File: config.mk
export PLATFORM = sky130hd
export DESIGN_NAME = spi_master
export DESIGN_NICKNAME = d
export VERILOG_FILES = /design/src/rtl/spi_master.sv
export SDC_FILE = /design/constraint.sdc
export NUM_CORES = 1
export LEC_CHECK = 0
export CAP_MARGIN = 25
export CORE_MARGIN = 2
export CORE_UTILIZATION = 35
export DETAILED_ROUTE_END_ITERATION = 7
export GPL_TIMING_DRIVEN = 0
export PLACE_DENSITY = 0.62
export SLEW_MARGIN = 10
export SYNTH_ARGS = -nofsm -noshare
export SYNTH_HDL_FRONTEND = slang
export SYNTH_SLANG_ARGS = --single-unit
File: constraint.sdc
create_clock -name clk -period 3 [get_ports clk]
set_input_delay 0.6 -clock clk [delete_from_list [all_inputs] [get_ports clk]]
set_output_delay 0.6 -clock clk [all_outputs]
set_load 0.01 [all_outputs]
File: src/rtl/spi_master.sv
// SPI mode-0 master: shifts one NBITS frame out MSB-first on MOSI while
// capturing MISO, then offers the received word on a val/rdy response port.
module spi_master #(
  parameter int NBITS = 34,
  parameter int HALF  = 2
) (
  input  logic             clk,
  input  logic             reset,
  input  logic             req_val,
  output logic             req_rdy,
  input  logic [NBITS-1:0] req_msg,
  output logic             resp_val,
  input  logic             resp_rdy,
  output logic [NBITS-1:0] resp_msg,
  output logic             spi_cs,
  output logic             spi_sclk,
  output logic             spi_mosi,
  input  logic             spi_miso,
  output logic             busy
);

  // state | meaning
  // IDLE  | waiting for a request, req_rdy high
  // LEAD  | cs low, first bit on MOSI, sclk low for one half-period
  // HI    | sclk high; MISO was sampled on entry
  // LO    | sclk low; MOSI advanced on entry
  // TRAIL | cs still low after the last falling edge
  // GAP   | cs high, minimum deselect time
  // RESP  | received word offered until the consumer takes it
  typedef enum logic [2:0] {IDLE, LEAD, HI, LO, TRAIL, GAP, RESP} state_t;

  localparam int CW = $clog2(NBITS);
  localparam int TW = (HALF > 1) ? $clog2(HALF) : 1;
  localparam logic [TW-1:0] TLOAD = TW'(HALF - 1);
  localparam logic [CW-1:0] LAST  = CW'(NBITS - 1);

  state_t           state, state_nx;
  logic [TW-1:0]    timer, timer_nx;
  logic [CW-1:0]    bit_cnt, bit_cnt_nx;
  logic [NBITS-1:0] tx_sh, tx_sh_nx;
  logic [NBITS-1:0] rx_sh, rx_sh_nx;
  logic             cs_nx, sclk_nx, mosi_nx;
  logic             tmr_done;

  assign tmr_done = (timer == '0);

  always_comb begin
    state_nx   = state;
    timer_nx   = timer;
    bit_cnt_nx = bit_cnt;
    tx_sh_nx   = tx_sh;
    rx_sh_nx   = rx_sh;
    cs_nx      = spi_cs;
    sclk_nx    = spi_sclk;
    mosi_nx    = spi_mosi;
    if (state != IDLE && state != RESP && !tmr_done)
      timer_nx = timer - 1'b1;
    case (state)
      IDLE: begin
        if (req_val) begin
          state_nx   = LEAD;
          timer_nx   = TLOAD;
          bit_cnt_nx = '0;
          tx_sh_nx   = req_msg;
          cs_nx      = 1'b0;
          sclk_nx    = 1'b0;
          mosi_nx    = req_msg[NBITS-1];
        end
      end
      LEAD, LO: begin
        if (tmr_done) begin
          state_nx = HI;
          timer_nx = TLOAD;
          sclk_nx  = 1'b1;
          rx_sh_nx = {rx_sh[NBITS-2:0], spi_miso};
        end
      end
      HI: begin
        if (tmr_done) begin
          timer_nx = TLOAD;
          sclk_nx  = 1'b0;
          if (bit_cnt == LAST) begin
            state_nx = TRAIL;
          end else begin
            state_nx   = LO;
            tx_sh_nx   = tx_sh << 1;
            mosi_nx    = tx_sh[NBITS-2];
            bit_cnt_nx = bit_cnt + 1'b1;
          end
        end
      end
      TRAIL: begin
        if (tmr_done) begin
          state_nx = GAP;
          timer_nx = TLOAD;
          cs_nx    = 1'b1;
          mosi_nx  = 1'b0;
        end
      end
      GAP: begin
        if (tmr_done) state_nx = RESP;
      end
      RESP: begin
        if (resp_rdy) state_nx = IDLE;
      end
      default: state_nx = IDLE;
    endcase
  end

  always_ff @(posedge clk or negedge reset) begin
    if (!reset) begin
      state    <= IDLE;
      timer    <= '0;
      bit_cnt  <= '0;
      tx_sh    <= '0;
      rx_sh    <= '0;
      spi_cs   <= 1'b1;
      spi_sclk <= 1'b0;
      spi_mosi <= 1'b0;
    end else begin
      state    <= state_nx;
      timer    <= timer_nx;
      bit_cnt  <= bit_cnt_nx;
      tx_sh    <= tx_sh_nx;
      rx_sh    <= rx_sh_nx;
      spi_cs   <= cs_nx;
      spi_sclk <= sclk_nx;
      spi_mosi <= mosi_nx;
    end
  end

  assign req_rdy  = (state == IDLE);
  assign resp_val = (state == RESP);
  assign resp_msg = rx_sh;
  assign busy     = (state != IDLE);

endmodule

==> qor.log, run 1 <==
qor: logic_synthesis.number_of_warnings_issued_by_yosys 0
qor: final_layout.layout.cells.most_common_list sky130_fd_sc_hd__dfrtp_1 (79), sky130_fd_sc_hd__clkdlybuf4s50_1 (77), sky130_fd_sc_hd__o21ai_0 (63)
qor: timing.timing_worst_slew_pin_value 0.680 ns
qor: floorplan.dieArea 0.0114 sq mm
qor: timing.hold_violations 0
qor: drt.drc 0
qor: clocking.clockBufferDepth 2
qor: clocking.cts.sinks 80
qor: worst_hold_path.timing.hold.worst.class in -> async
qor: pwr.ir_worst_vdd 460 uV
qor: setup_path.critical_path_end_type output pin
qor: final_layout.sequential_cell_area 0.00200 sq mm
qor: final_layout.final_layout_size_suffix_gt1_frac 0.190
qor: clocking.clock_insertion_delay_at_the_later_pin_of_the_skew_report 0.35 ns
qor: timing.hold_slack 0.187 ns
qor: final_layout.flow.area_growth_from_synthesis 32.2%
qor: setup_path.crit_type reg -> out
qor: timing.setup_total_negative_slack 0 ns
qor: pwr.comb_power_share 0.456
qor: clocking.clock_tree_from_tritoncts done
qor: drt.ant_nets 0
qor: timing.period_needed 2.73 ns
qor: floorplan.floorplan.core_area 0.0103 sq mm
qor: logic_synthesis.count_of_mapped_cells_out_of_synthesis 320
qor: floorplan.fp.dieH 107 microns
qor: clocking.htree_levels 3
qor: final_layout.final_util 0.476
qor: placed_design.gp_routability_congestion 0.778
qor: final_layout.most_frequent_standard_cell_in_the_layout_excluding_fill_and_tap_cells sky130_fd_sc_hd__dfrtp_1
qor: timing.final-max-slew-violation-count 0
qor: global_route.gr-usage-all-layers 0.147
qor: setup_path.critical_path_peak_fanout 10
qor: floorplan.floorplan.io_pins 79
qor: timing.post_route_clock_skew 0.00767 ns
qor: clocking.path_clk_slew 0.09 ns
qor: drt.route.detailed.vias_per_inst 4.97
qor: final_layout.multi_input_comb_area 0.00155 sq mm
qor: logic_synthesis.synth.avg_cell_area 11.6 sq um
qor: drt.vias 2,739
qor: final_layout.design.final.nets 451
qor: global_route.first_global_vias 2,784
qor: floorplan.initial_utilization 0.360
qor: timing.setup_repair_after_global_routing_missed_its_margin no
qor: final_layout.antenna_cells 0
qor: setup_path.cp_arrival 2.13 ns
qor: logic_synthesis.syn_nets 361
qor: pwr.internal_power 3.03 mW
qor: timing.maxClockFrequency 367 MHz
qor: setup_path.setup.worst_path.start_class flip-flop
qor: placed_design.worst_setup_slack_after_placement 0.321 ns
qor: clocking.postCtsResizedCells 0
qor: global_route.largest_net_degree_at_the_start_of_global_routing 50
qor: drt.drt_wl_total 7.86 mm
qor: setup_path.required 2.40 ns
qor: timing.slew-limit-headroom 0.543
qor: pwr.power.total 4.74 mW
qor: pwr.power_density 968 mW/mm^2
qor: drt.dr.pass1.iters 7
qor: pwr.power_switching 1.71 mW
qor: logic_synthesis.synth.distinct_cells 46
qor: drt.detail_route.iter0.violations 99
qor: placed_design.hpwl 5.68 mm
qor: final_layout.num-fill-cells 1,011
qor: pwr.clkPwrFrac 0.184
qor: pwr.power.share.switching 0.361
qor: timing.worst_slack 0.273 ns
qor: floorplan.floorplan.rows 37
qor: clocking.post_cts_buffers 0
qor: clocking.cts-buffers-inserted 9
qor: pwr.p_leak 2.16 nW
qor: clocking.cts_root_cell sky130_fd_sc_hd__clkbuf_8
qor: clocking.cts.hold.buffers_added 0
qor: logic_synthesis.mappedNetlistArea 0.00370 sq mm
qor: global_route.gr-total-overflow 0
qor: placed_design.place.port_buffers 78
qor: status.status completed
qor: timing.fin_crit_sh 0.909
qor: global_route.grt_first_pass_wirelength 13.4 mm
qor: global_route.antenna_found_initial 0
qor: pwr.power.share.sequential 0.360
qor: logic_synthesis.postSynthRegisterBits 80
qor: drt.routed_wire_length_per_instance 14.3 microns
qor: logic_synthesis.synth.yosys.seq_area_share 0.541
qor: floorplan.x_dimension_of_the_die 107 microns
qor: flow_run.drv_cap 0
qor: timing.setup_violations 0
layout make-up:
class | instances | share of cell area
multi-input cells | 214 | 0.317
clock buffers | 9 | 0.0253
plain buffers | 23 | 0.0274
flip-flops and latches | 80 | 0.409
well taps | 136 | 0.0348
clock inverters | 7 | 0.0189
repair buffers | 79 | 0.165
inverters | 3 | 0.00230
synthesized netlist by cell type (all sizes together):
cell type,instances,share of area
dfrtp,79,0.53
o21ai,75,0.10
mux2,35,0.11
mux2i,32,0.087
buf,14,0.026
nand2,11,0.011
nor2,11,0.013
clkbuf,9,0.010
nand3,6,0.0081
nand2b,5,0.0085
nor2b,5,0.0085
a21oi,4,0.0054
inv,3,0.0030
a211o,2,0.0051
a211oi,2,0.0041
ha,2,0.0068
nor3,2,0.0057
o22ai,2,0.0034
or3,2,0.0034
a21boi,1,0.0020
a221o,1,0.0030
a22o,1,0.0024
a32oi,1,0.0024
and2,1,0.0017
and2b,1,0.0020
and3,1,0.0017
dfstp,1,0.0071
nand4,1,0.0017
nor3b,1,0.0020
nor4,1,0.0017
nor4b,1,0.0024
o21a,1,0.0020
o21ba,1,0.0027
o21bai,1,0.0020
o22a,1,0.0024
o31ai,1,0.0020
or2,1,0.0017
or3b,1,0.0030
stage by stage:
stage / cell area, sq um / std cells
after floorplan: 3700 / 320
after global placement: 4650 / 534
after detailed placement: 4680 / 535
after CTS: 4890 / 551
after global routing: 4890 / 551
final: 4890 / 551
routing by layer:
metal | track usage | part of all wire | up-vias
met5 | 0 | 0 | -
met4 | 0.0427 | 0.0056 | 0
met3 | 0.0462 | 0.058 | 4
met2 | 0.231 | 0.47 | 63
met1 | 0.195 | 0.46 | 1343
li1 | - | - | 1329
worst paths after layout:
kind,startpoint,to,slack (ns),cells past startpoint
hold reg to reg,resp_msg[33],resp_msg[33],0.51,1
hold / removal,reset,resp_msg[1],0.19,1
min in group clk,resp_msg[33],resp_msg[33],0.51,1
max in group asynchronous,reset,bit_cnt[5],2.22,2
setup / recovery,state[1],resp_val,0.27,5
setup reg to reg,bit_cnt[1],tx_sh[18],1.04,7
power by group through the flow:
stage	clock (mW)	combinational, mW	sequential (mW)
after floorplan	0	1.48	1.73
final	0.872	2.16	1.71
after CTS	0.906	2.19	1.71
after detailed placement	0	2.19	1.73
after global placement	0	2.15	1.72
after global routing	0.946	2.41	1.77
kinds of logic (layout without fill, tap and decap cells):
family	count (synthesis)	in the layout	synth area share
muxes	67	67	0.193
and+or+nand+nor	51	51	0.0764
AOI/OAI and AO/OA	94	94	0.143
adders and majority gates	2	2	0.00676
buffers and inverters	26	121	0.0392
DFF	80	80	0.541
critical path: stages, from the launching register on:
cell and delay, ns:
sky130_fd_sc_hd__dfrtp_1 0.35, sky130_fd_sc_hd__buf_2 0.21, sky130_fd_sc_hd__clkbuf_1 0.35, sky130_fd_sc_hd__nand2_1 0.18, sky130_fd_sc_hd__nor2_1 0.15, sky130_fd_sc_hd__clkdlybuf4s50_1 0.55
state kept, by name (all words and copies together), names as in the netlist:
| name | flops |
|---|---|
| resp_msg | 34 |
| tx_sh | 33 |
| bit_cnt | 6 |
| state | 3 |
| spi_cs | 1 |
| spi_mosi | 1 |
| spi_sclk | 1 |
| timer | 1 |
(Power assumes the default switching activity.)
==> run 2: changes to the inputs <==
--- a/config.mk
+++ b/config.mk
@@ -6,6 +6,7 @@
 export NUM_CORES = 1
 export LEC_CHECK = 0
 export CAP_MARGIN = 25
+export CORE_ASPECT_RATIO = 0.75
 export CORE_MARGIN = 2
 export CORE_UTILIZATION = 35
 export DETAILED_ROUTE_END_ITERATION = 7
==> qor.log, run 2 (synthesized netlist as in run 1, its figures left out) <==
qor: status.status completed
qor: drt.dr.pass1.iters 5
qor: pwr.clkPwrFrac 0.232
qor: timing.hold_violations 0
qor: worst_hold_path.timing.hold.worst.class in -> async
qor: placed_design.hpwl 5.80 mm
qor: timing.post_route_clock_skew 0.00609 ns
qor: global_route.antenna_found_initial 0
qor: drt.routed_wire_length_per_instance 15.1 microns
qor: placed_design.worst_setup_slack_after_placement 0.292 ns
qor: final_layout.flow.area_growth_from_synthesis 35.1%
qor: clocking.htree_levels 3
qor: placed_design.gp_routability_congestion 0.838
qor: setup_path.critPathMaxStageDelay 0.52 ns
qor: global_route.grt_first_pass_wirelength 13.4 mm
qor: final_layout.most_frequent_standard_cell_in_the_layout_excluding_fill_and_tap_cells sky130_fd_sc_hd__dfrtp_1
qor: clocking.cts-buffers-inserted 9
qor: setup_path.reg2reg_setup_slack 1.00 ns
qor: clocking.cts.hold.buffers_added 0
qor: pwr.power.total 5.08 mW
qor: floorplan.floorplan.rows 32
qor: setup_path.r2r.worst_path.cells 5
qor: final_layout.largest_reg_flops 34
qor: clocking.clockBufferDepth 2
qor: final_layout.design.final.nets 451
qor: floorplan.floorplan.core_area 0.0103 sq mm
qor: pwr.power.share.sequential 0.337
qor: clocking.post_cts_buffers 0
qor: final_layout.antenna_cells 0
qor: pwr.internal_power 3.31 mW
qor: pwr.power_switching 1.77 mW
qor: final_layout.final_cell_count_no_fill 551
qor: setup_path.critical_path_peak_fanout 10
qor: global_route.largest_net_degree_at_the_start_of_global_routing 49
qor: floorplan.floorplan.io_pins 79
qor: pwr.power_density 1020 mW/mm^2
qor: floorplan.x_dimension_of_the_die 123 microns
qor: timing.fin_crit_sh 0.889
qor: drt.vias 2,748
qor: setup_path.setup.worst_path.start_class flip-flop
qor: global_route.first_global_vias 2,666
qor: drt.route.detailed.vias_per_inst 4.99
qor: setup_path.cp_arrival 2.07 ns
qor: placed_design.place.port_buffers 78
qor: global_route.gr-usage-all-layers 0.152
qor: clocking.cts.sinks 80
qor: setup_path.required 2.40 ns
qor: timing.maxClockFrequency 375 MHz
qor: setup_path.crit_path_top_delay_cell sky130_fd_sc_hd__clkdlybuf4s50_1
qor: floorplan.dieArea 0.0114 sq mm
qor: pwr.p_leak 2.20 nW
qor: timing.setup_repair_after_global_routing_missed_its_margin no
qor: final_layout.final_layout_size_suffix_gt1_frac 0.188
qor: setup_path.crit_type reg -> out
qor: setup_path.critical_path_end_type output pin
qor: clocking.clock_insertion_delay_at_the_later_pin_of_the_skew_report 0.33 ns
qor: placed_design.post-place-cells 535
qor: pwr.ir_worst_vdd 542 uV
qor: drt.drt_wl_total 8.31 mm
qor: timing.final-max-slew-violation-count 0
qor: setup_path.r2r_end bit_cnt[1]
qor: pwr.power.share.switching 0.348
qor: timing.slew-limit-headroom 0.477
qor: setup_path.critical_r2r_launch state[1]
qor: clocking.clock_tree_from_tritoncts done
qor: setup_path.crit_path_cell_trace clkbuf_1 -> or3_1 -> inv_1 -> clkdlybuf4s50_1
qor: final_layout.layout.cells.most_common_list sky130_fd_sc_hd__dfrtp_1 (79), sky130_fd_sc_hd__clkdlybuf4s50_1 (77), sky130_fd_sc_hd__o21ai_0 (63)
qor: global_route.gr-total-overflow 0
qor: drt.detail_route.iter0.violations 138
qor: flow_run.drv_cap 0
qor: timing.timing_worst_slew_pin_value 0.779 ns
qor: timing.setup_total_negative_slack 0 ns
qor: floorplan.initial_utilization 0.360
qor: drt.drc 0
qor: clocking.path_clk_slew 0.06 ns
qor: timing.period_needed 2.67 ns
qor: clocking.cts_root_cell sky130_fd_sc_hd__clkbuf_16
qor: drt.ant_nets 0
qor: floorplan.fp.dieH 93.1 microns
qor: timing.worst_slack 0.333 ns
qor: clocking.postCtsResizedCells 0
qor: timing.setup_violations 0
qor: pwr.comb_power_share 0.431
## run 2: changes by cell type in the layout (fill, tap and decap cells not counted), sizes merged
| cell | delta |
|---|---|
| clkbuf | +2 |
| clkinv | -2 |
| clkinvlp | +2 |
| inv | -2 |
## run 2: worst max path at each step
stage,cells past startpoint,end,startpoint
after detailed placement,6,bit_cnt[1],req_val
final,4,req_rdy,state[2]
after global routing,5,resp_val,state[1]
after CTS,4,req_rdy,state[2]
after global placement,1,tx_sh[26],reset
after floorplan,4,req_rdy,state[0]
## run 2: worst max-delay path: cells and delay by family (launching register included)
| kind | cells | cell delay (ns) |
|---|---|---|
| buffers and inverters | 3 | 0.84 |
| DFF | 1 | 0.46 |
| and+or+nand+nor | 1 | 0.43 |
## run 2: layer usage
layer | share of wire | GRT usage | vias up
li1 | - | - | 1329
met1 | 0.51 | 0.226 | 1343
met2 | 0.43 | 0.216 | 66
met3 | 0.042 | 0.0366 | 10
met4 | 0.0094 | 0.0498 | 0
met5 | 0 | 0 | -
## run 2: final cells by class
cell class,instances,area [sq um]
fill,953,5290
tap,136,170
timing repair buffer,79,806
inverter,3,11.3
buffer,23,134
sequential,80,2000
multi-input combinational,214,1550
clock buffer,11,243
clock inverter,5,80.1
## run 2: power groups by stage
stage                     clock (mW)  combinational (mW)  sequential (mW)
after floorplan                    0                1.48             1.73
after global placement             0                2.15             1.72
after detailed placement           0                2.20             1.73
after CTS                       1.21                2.21             1.71
after global routing            1.25                2.42             1.77
final                           1.18                2.19             1.71
## run 2: per-stage QoR
stage	util	cell area, sq um	hold slack (ns)
after floorplan	-	3700	0.304
after global placement	0.452	4650	0.489
after detailed placement	0.455	4680	0.498
after CTS	0.486	5000	0.223
after global routing	0.486	5000	0.245
final	0.486	5000	0.214
